File: src/rtl/demux_pkg.sv
// Shared constants for the 1-to-N stream demux and its per-channel registers.
package demux_pkg;

    localparam int DEMUX_DEF_WIDTH = 4;
    localparam int DEMUX_DEF_N     = 4;
    localparam int ERR_CNT_W       = 8;

    // Select width for n channels; a single channel still needs one select bit.
    function automatic int sel_width(input int n);
        return (n > 1) ? $clog2(n) : 1;
    endfunction

endpackage

File: src/rtl/demux_ch_reg.sv
// One-entry output register for a single demux channel: load wins over drain.
module demux_ch_reg #(
    parameter int WIDTH = 4
) (
    input  logic             clk,
    input  logic             rst,
    input  logic             load,
    input  logic [WIDTH-1:0] d,
    input  logic             o_ready,
    output logic [WIDTH-1:0] q,
    output logic             o_valid
);

    logic [WIDTH-1:0] q_q, q_d;
    logic             valid_q, valid_d;

    always_comb begin
        q_d     = q_q;
        valid_d = valid_q;
        if (load) begin
            q_d     = d;
            valid_d = 1'b1;
        end else if (valid_q && o_ready) begin
            valid_d = 1'b0;
        end
    end

    always_ff @(posedge clk or posedge rst) begin
        if (rst) begin
            q_q     <= '0;
            valid_q <= 1'b0;
        end else begin
            q_q     <= q_d;
            valid_q <= valid_d;
        end
    end

    assign q       = q_q;
    assign o_valid = valid_q;

endmodule

File: src/rtl/demux_1ton_stream.sv
// 1-to-N valid/ready stream demux with out-of-range drop counter.
// Optional broadcast input enabled by macro DEMUX_BCAST_EN.
module demux_1ton_stream
    import demux_pkg::*;
#(
    parameter  int WIDTH = DEMUX_DEF_WIDTH,
    parameter  int N     = DEMUX_DEF_N,
    localparam int SEL_W = sel_width(N)
) (
    input  logic                 clk,
    input  logic                 rst,
    input  logic [WIDTH-1:0]     i,
    input  logic                 i_valid,
    output logic                 i_ready,
    input  logic [SEL_W-1:0]     sel,
    output logic [N*WIDTH-1:0]   o,
    output logic [N-1:0]         o_valid,
    input  logic [N-1:0]         o_ready,
    output logic [ERR_CNT_W-1:0] err_cnt
`ifdef DEMUX_BCAST_EN
    ,
    input  logic                 bcast
`endif
);

    localparam logic [SEL_W:0] N_LIM = (SEL_W + 1)'(N);

    logic [N-1:0]         ch_free;
    logic [N-1:0]         ch_load;
    logic [N-1:0]         ch_valid;
    logic                 sel_in_range;
    logic                 sel_free;
    logic                 bcast_w;
    logic                 accept;
    logic                 i_ready_c;
    logic [ERR_CNT_W-1:0] err_cnt_q, err_cnt_d;

`ifdef DEMUX_BCAST_EN
    assign bcast_w = bcast;
`else
    assign bcast_w = 1'b0;
`endif

    always_comb begin
        ch_free      = ~ch_valid | o_ready;
        sel_in_range = ({1'b0, sel} < N_LIM);
        sel_free     = 1'b0;
        // Explicit decode keeps the read in range when sel >= N.
        for (int unsigned k = 0; k < N; k++) begin
            if (32'(sel) == k) begin
                sel_free = ch_free[k];
            end
        end

        if (bcast_w) begin
            i_ready_c = &ch_free;
        end else if (sel_in_range) begin
            i_ready_c = sel_free;
        end else begin
            i_ready_c = 1'b1;
        end

        accept  = i_valid & i_ready_c;
        ch_load = '0;
        for (int unsigned k = 0; k < N; k++) begin
            ch_load[k] = accept & (bcast_w | (32'(sel) == k));
        end
    end

    always_comb begin
        err_cnt_d = err_cnt_q;
        if (accept && !bcast_w && !sel_in_range && (err_cnt_q != '1)) begin
            err_cnt_d = err_cnt_q + 1'b1;
        end
    end

    always_ff @(posedge clk or posedge rst) begin
        if (rst) begin
            err_cnt_q <= '0;
        end else begin
            err_cnt_q <= err_cnt_d;
        end
    end

    for (genvar k = 0; k < N; k++) begin : g_ch
        demux_ch_reg #(
            .WIDTH(WIDTH)
        ) u_ch (
            .clk     (clk),
            .rst     (rst),
            .load    (ch_load[k]),
            .d       (i),
            .o_ready (o_ready[k]),
            .q       (o[k*WIDTH +: WIDTH]),
            .o_valid (ch_valid[k])
        );
    end

    assign i_ready = i_ready_c;
    assign o_valid = ch_valid;
    assign err_cnt = err_cnt_q;

endmodule

File: config.mk
export PLATFORM = sky130hd
export DESIGN_NAME = demux_1ton_stream
export DESIGN_NICKNAME = d
export VERILOG_FILES = /design/src/rtl/demux_pkg.sv /design/src/rtl/demux_ch_reg.sv /design/src/rtl/demux_1ton_stream.sv
export SDC_FILE = /design/constraint.sdc
export NUM_CORES = 1
export LEC_CHECK = 0
export CAP_MARGIN = 10
export CORE_MARGIN = 2
export CORE_UTILIZATION = 43
export CTS_BUF_LIST = sky130_fd_sc_hd__clkbuf_8 sky130_fd_sc_hd__clkbuf_16
export CTS_CLUSTER_DIAMETER = 150
export DETAILED_ROUTE_END_ITERATION = 16
export GPL_TIMING_DRIVEN = 0
export PLACE_DENSITY = 0.82
export SLEW_MARGIN = 20
export SYNTH_ARGS = -nofsm -noshare
export SYNTH_HDL_FRONTEND = slang
export SYNTH_SLANG_ARGS = --single-unit
File: constraint.sdc
create_clock -name clk -period 4 [get_ports clk]
set_clock_uncertainty 0.15 [all_clocks]
set_input_delay 0.8 -clock clk [delete_from_list [all_inputs] [get_ports clk]]
set_output_delay 0.8 -clock clk [all_outputs]
set_load 0.01 [all_outputs]
==> run_results.csv <==
group,metric,value,unit
sta,rsz0062_at_grt,"no",
drt,routedWlPerCell,13.2,um
global_routing,overflow,0,
critical_path,rr_startpoint,"g_ch[1].u_ch.o_valid",
final_layout,antenna_cells,0,
global_routing,grt_pass1_vias,655,
final_layout,utilization,0.697,
floorplanning,start_util,0.466,
critical_path,crit_chain,"clkdlybuf4s50_1, mux4_1, clkdlybuf4s50_1",
drt,wirelength,1830,um
drt,dr_total_vias,628,
critical_path,worstPathRequired,3050,ps
clocking,clockRootBuffer,"clkbuf_8",
critical_path,crit_family,"buffers and inverters",
final_layout,final_cell_mix,"clkdlybuf4s50_1, dfrtp_1, mux2_2, buf_4, conb_1",
critical_path,rrSetupSlack,2550,ps
power_and_ir_drop,powerDensity,458,mW/mm^2
placement,place_congestion,0.693,
min_path,whs_path_depth,1,
drt,ant_nets,0,
sta,fin_ws,504,ps
logic_synthesis,yosys.area.top_type,"dfrtp_1",
placement,place_hpwl,1380,um
sta,slew_headroom,0.507,
floorplanning,io_pins,42,
critical_path,critPathLaunchType,"input port",
clocking,clk_latency,260,ps
sta,maxSlewViolCount,0,
sta,finalSetupViolCount,0,
clocking,cts_setup_buffers,0,
status,status,"complete, no violations",
drt,drtIter0Drc,6,
clocking,cts_tree,"done",
sta,min_period,3500,ps
sta,worst_slew_pin_slew,738,ps
critical_path,path_buf_inv,2,
final_layout,nFillCells,171,
logic_synthesis,synth_cell_types,17,
logic_synthesis,synth_area,933,sq um
logic_synthesis,ys_top_cells_by_area,"dfrtp_1, mux2_2, buf_4",
critical_path,crit_start,"sel[1]",
critical_path,crit_type,"in2out",
final_layout,final_net_count,126,
drt,dr.pass1.iters,2,
power_and_ir_drop,power_leakage,0.000644,uW
critical_path,critPathMaxFanout,7,
critical_path,cpMostUsedCell,"clkdlybuf4s50_1",
clocking,cts_hold_buf,0,
placement,placed_area,0.00132,sq mm
logic_synthesis,synth_seq_area_share,0.536,
min_path,min_from,"g_ch[1].u_ch.q[3]",
logic_synthesis,synth_cells,68,
sta,hold_violations,0,
floorplanning,die_area,0.00256,sq mm
logic_synthesis,synth_top_area_share,0.536,
run,cap_violations,0,
power_and_ir_drop,finalPower,640,uW
floorplanning,num_rows,16,
clocking,cts.clk_slew.worst_paths,70,ps
logic_synthesis,avgSynthCellArea,13.7,sq um
final_layout,multi_input_area,360,sq um
floorplanning,die_h,50.6,um
logic_synthesis,ys_seq_elements,20,
floorplanning,die_width,50.6,um
placement,io_buffer_count,33,
critical_path,crit_arrival,2550,ps
sta,timing.fmax,286,MHz
min_path,whs_endpoint,"g_ch[1].u_ch.q[3]",
global_routing,grt_max_degree,21,
critical_path,timing.rr.end,"g_ch[1].u_ch.q[1]",
sta,setup_tns,0,ps
logic_synthesis,ys_warn_count,0,
clocking,cts_made_buffers,3,
critical_path,worstSetupEndpointType,"output pin",
global_routing,grt_usage,0.157,
critical_path,reg2reg_depth,3,
global_routing,antenna_found_initial,0,
clocking,cts-htree-levels,1,
final_layout,syn_to_final_growth,49.5,%
min_path,hold_class,"reg2reg",
drt,post-route-drc-count,0,
floorplanning,core,0.00200,sq mm
drt,routed_via_density,4.52,
clocking,cts_resized,0,
critical_path,cp_slowest_cell,"clkdlybuf4s50_1",
global_routing,grt_pass1_wl,2940,um
final_layout,drive_gt1_frac,0.321,
critical_path,cpPeakStageDelay,640,ps
sta,fin_crit_sh,0.874,
placement,dp_slack,508,ps
final_layout,seq_area,500,sq um
final_layout,stdcell_area,0.00140,sq mm
power_and_ir_drop,irDropWorstVdd,0.339,mV
clocking,cts.sinks,20,
clocking,clock_path_buffers,2,
final_layout,final_common_cell,"clkdlybuf4s50_1",
-- cell families (layout without fill, tap and decap cells) --
| family | after synthesis | count (layout) | share of synthesized area |
|---|---|---|---|
| buf+inv | 14 | 51 | 0.106 |
| flops | 20 | 20 | 0.536 |
| compound gates | 1 | 1 | 0.00536 |
| mux | 17 | 17 | 0.237 |
| other cells | 1 | 8 | 0.00402 |
| simple gates | 15 | 15 | 0.111 |
-- cells in the mapped netlist (all sizes together) --
master / number
o21ai: 1
nor2b: 2
nor3b: 1
nand3: 1
conb: 1
nand3b: 1
nand2b: 4
mux2: 16
nand2: 5
dfrtp: 20
mux4: 1
buf: 13
and3: 1
inv: 1
-- per-layer routing --
layer	vias to the layer above	wire length, um	GRT usage
li1	297	-	-
met1	293	790	0.186
met2	33	813	0.248
met3	5	180	0.0506
met4	0	44	0.0946
met5	-	0	0
-- how the worst max path moves through the flow --
stage | end | slack [ps] | depth (start not counted)
floorplan | i_ready | 1560 | 2
global placement | i_ready | 570 | 3
detailed placement | i_ready | 510 | 3
CTS | i_ready | 500 | 3
global route | i_ready | 460 | 3
finish | i_ready | 500 | 3
-- worst reg2reg max path, delay by kind of cell (launching register included) --
family,cells,cell delay [ps]
DFF,1,380
muxes,1,370
and+or+nand+nor,2,440
-- where the power goes --
group          leakage (uW)  total, uW  switching, uW  internal (uW)
sequential         0.000242        259           19.9            240
clock             0.0000357        199           65.9            134
combinational      0.000367        181           62.1            119
total              0.000644        640            148            492
-- area by class of cell --
class / count / share of cell area
Clock inverter: 1 / 0.0215
Timing Repair Buffer: 33 / 0.237
Inverter: 1 / 0.00269
Multi-Input combinational cell: 41 / 0.258
Tap cell: 27 / 0.0242
Clock buffer: 3 / 0.0296
Buffer: 13 / 0.0682
Sequential cell: 20 / 0.359
-- state kept, by name (all words and copies together) (netlist names) --
register / cells
g_ch.u_ch.o_valid: 4
g_ch.u_ch.q: 16
-- per-stage QoR --
step                      hold WS (ps)  cells
after floorplan                    322     75
after global placement             339    135
after detailed placement           347    135
after CTS                          365    139
after global routing               381    139
final                              362    139
(Power assumes the default switching activity.)
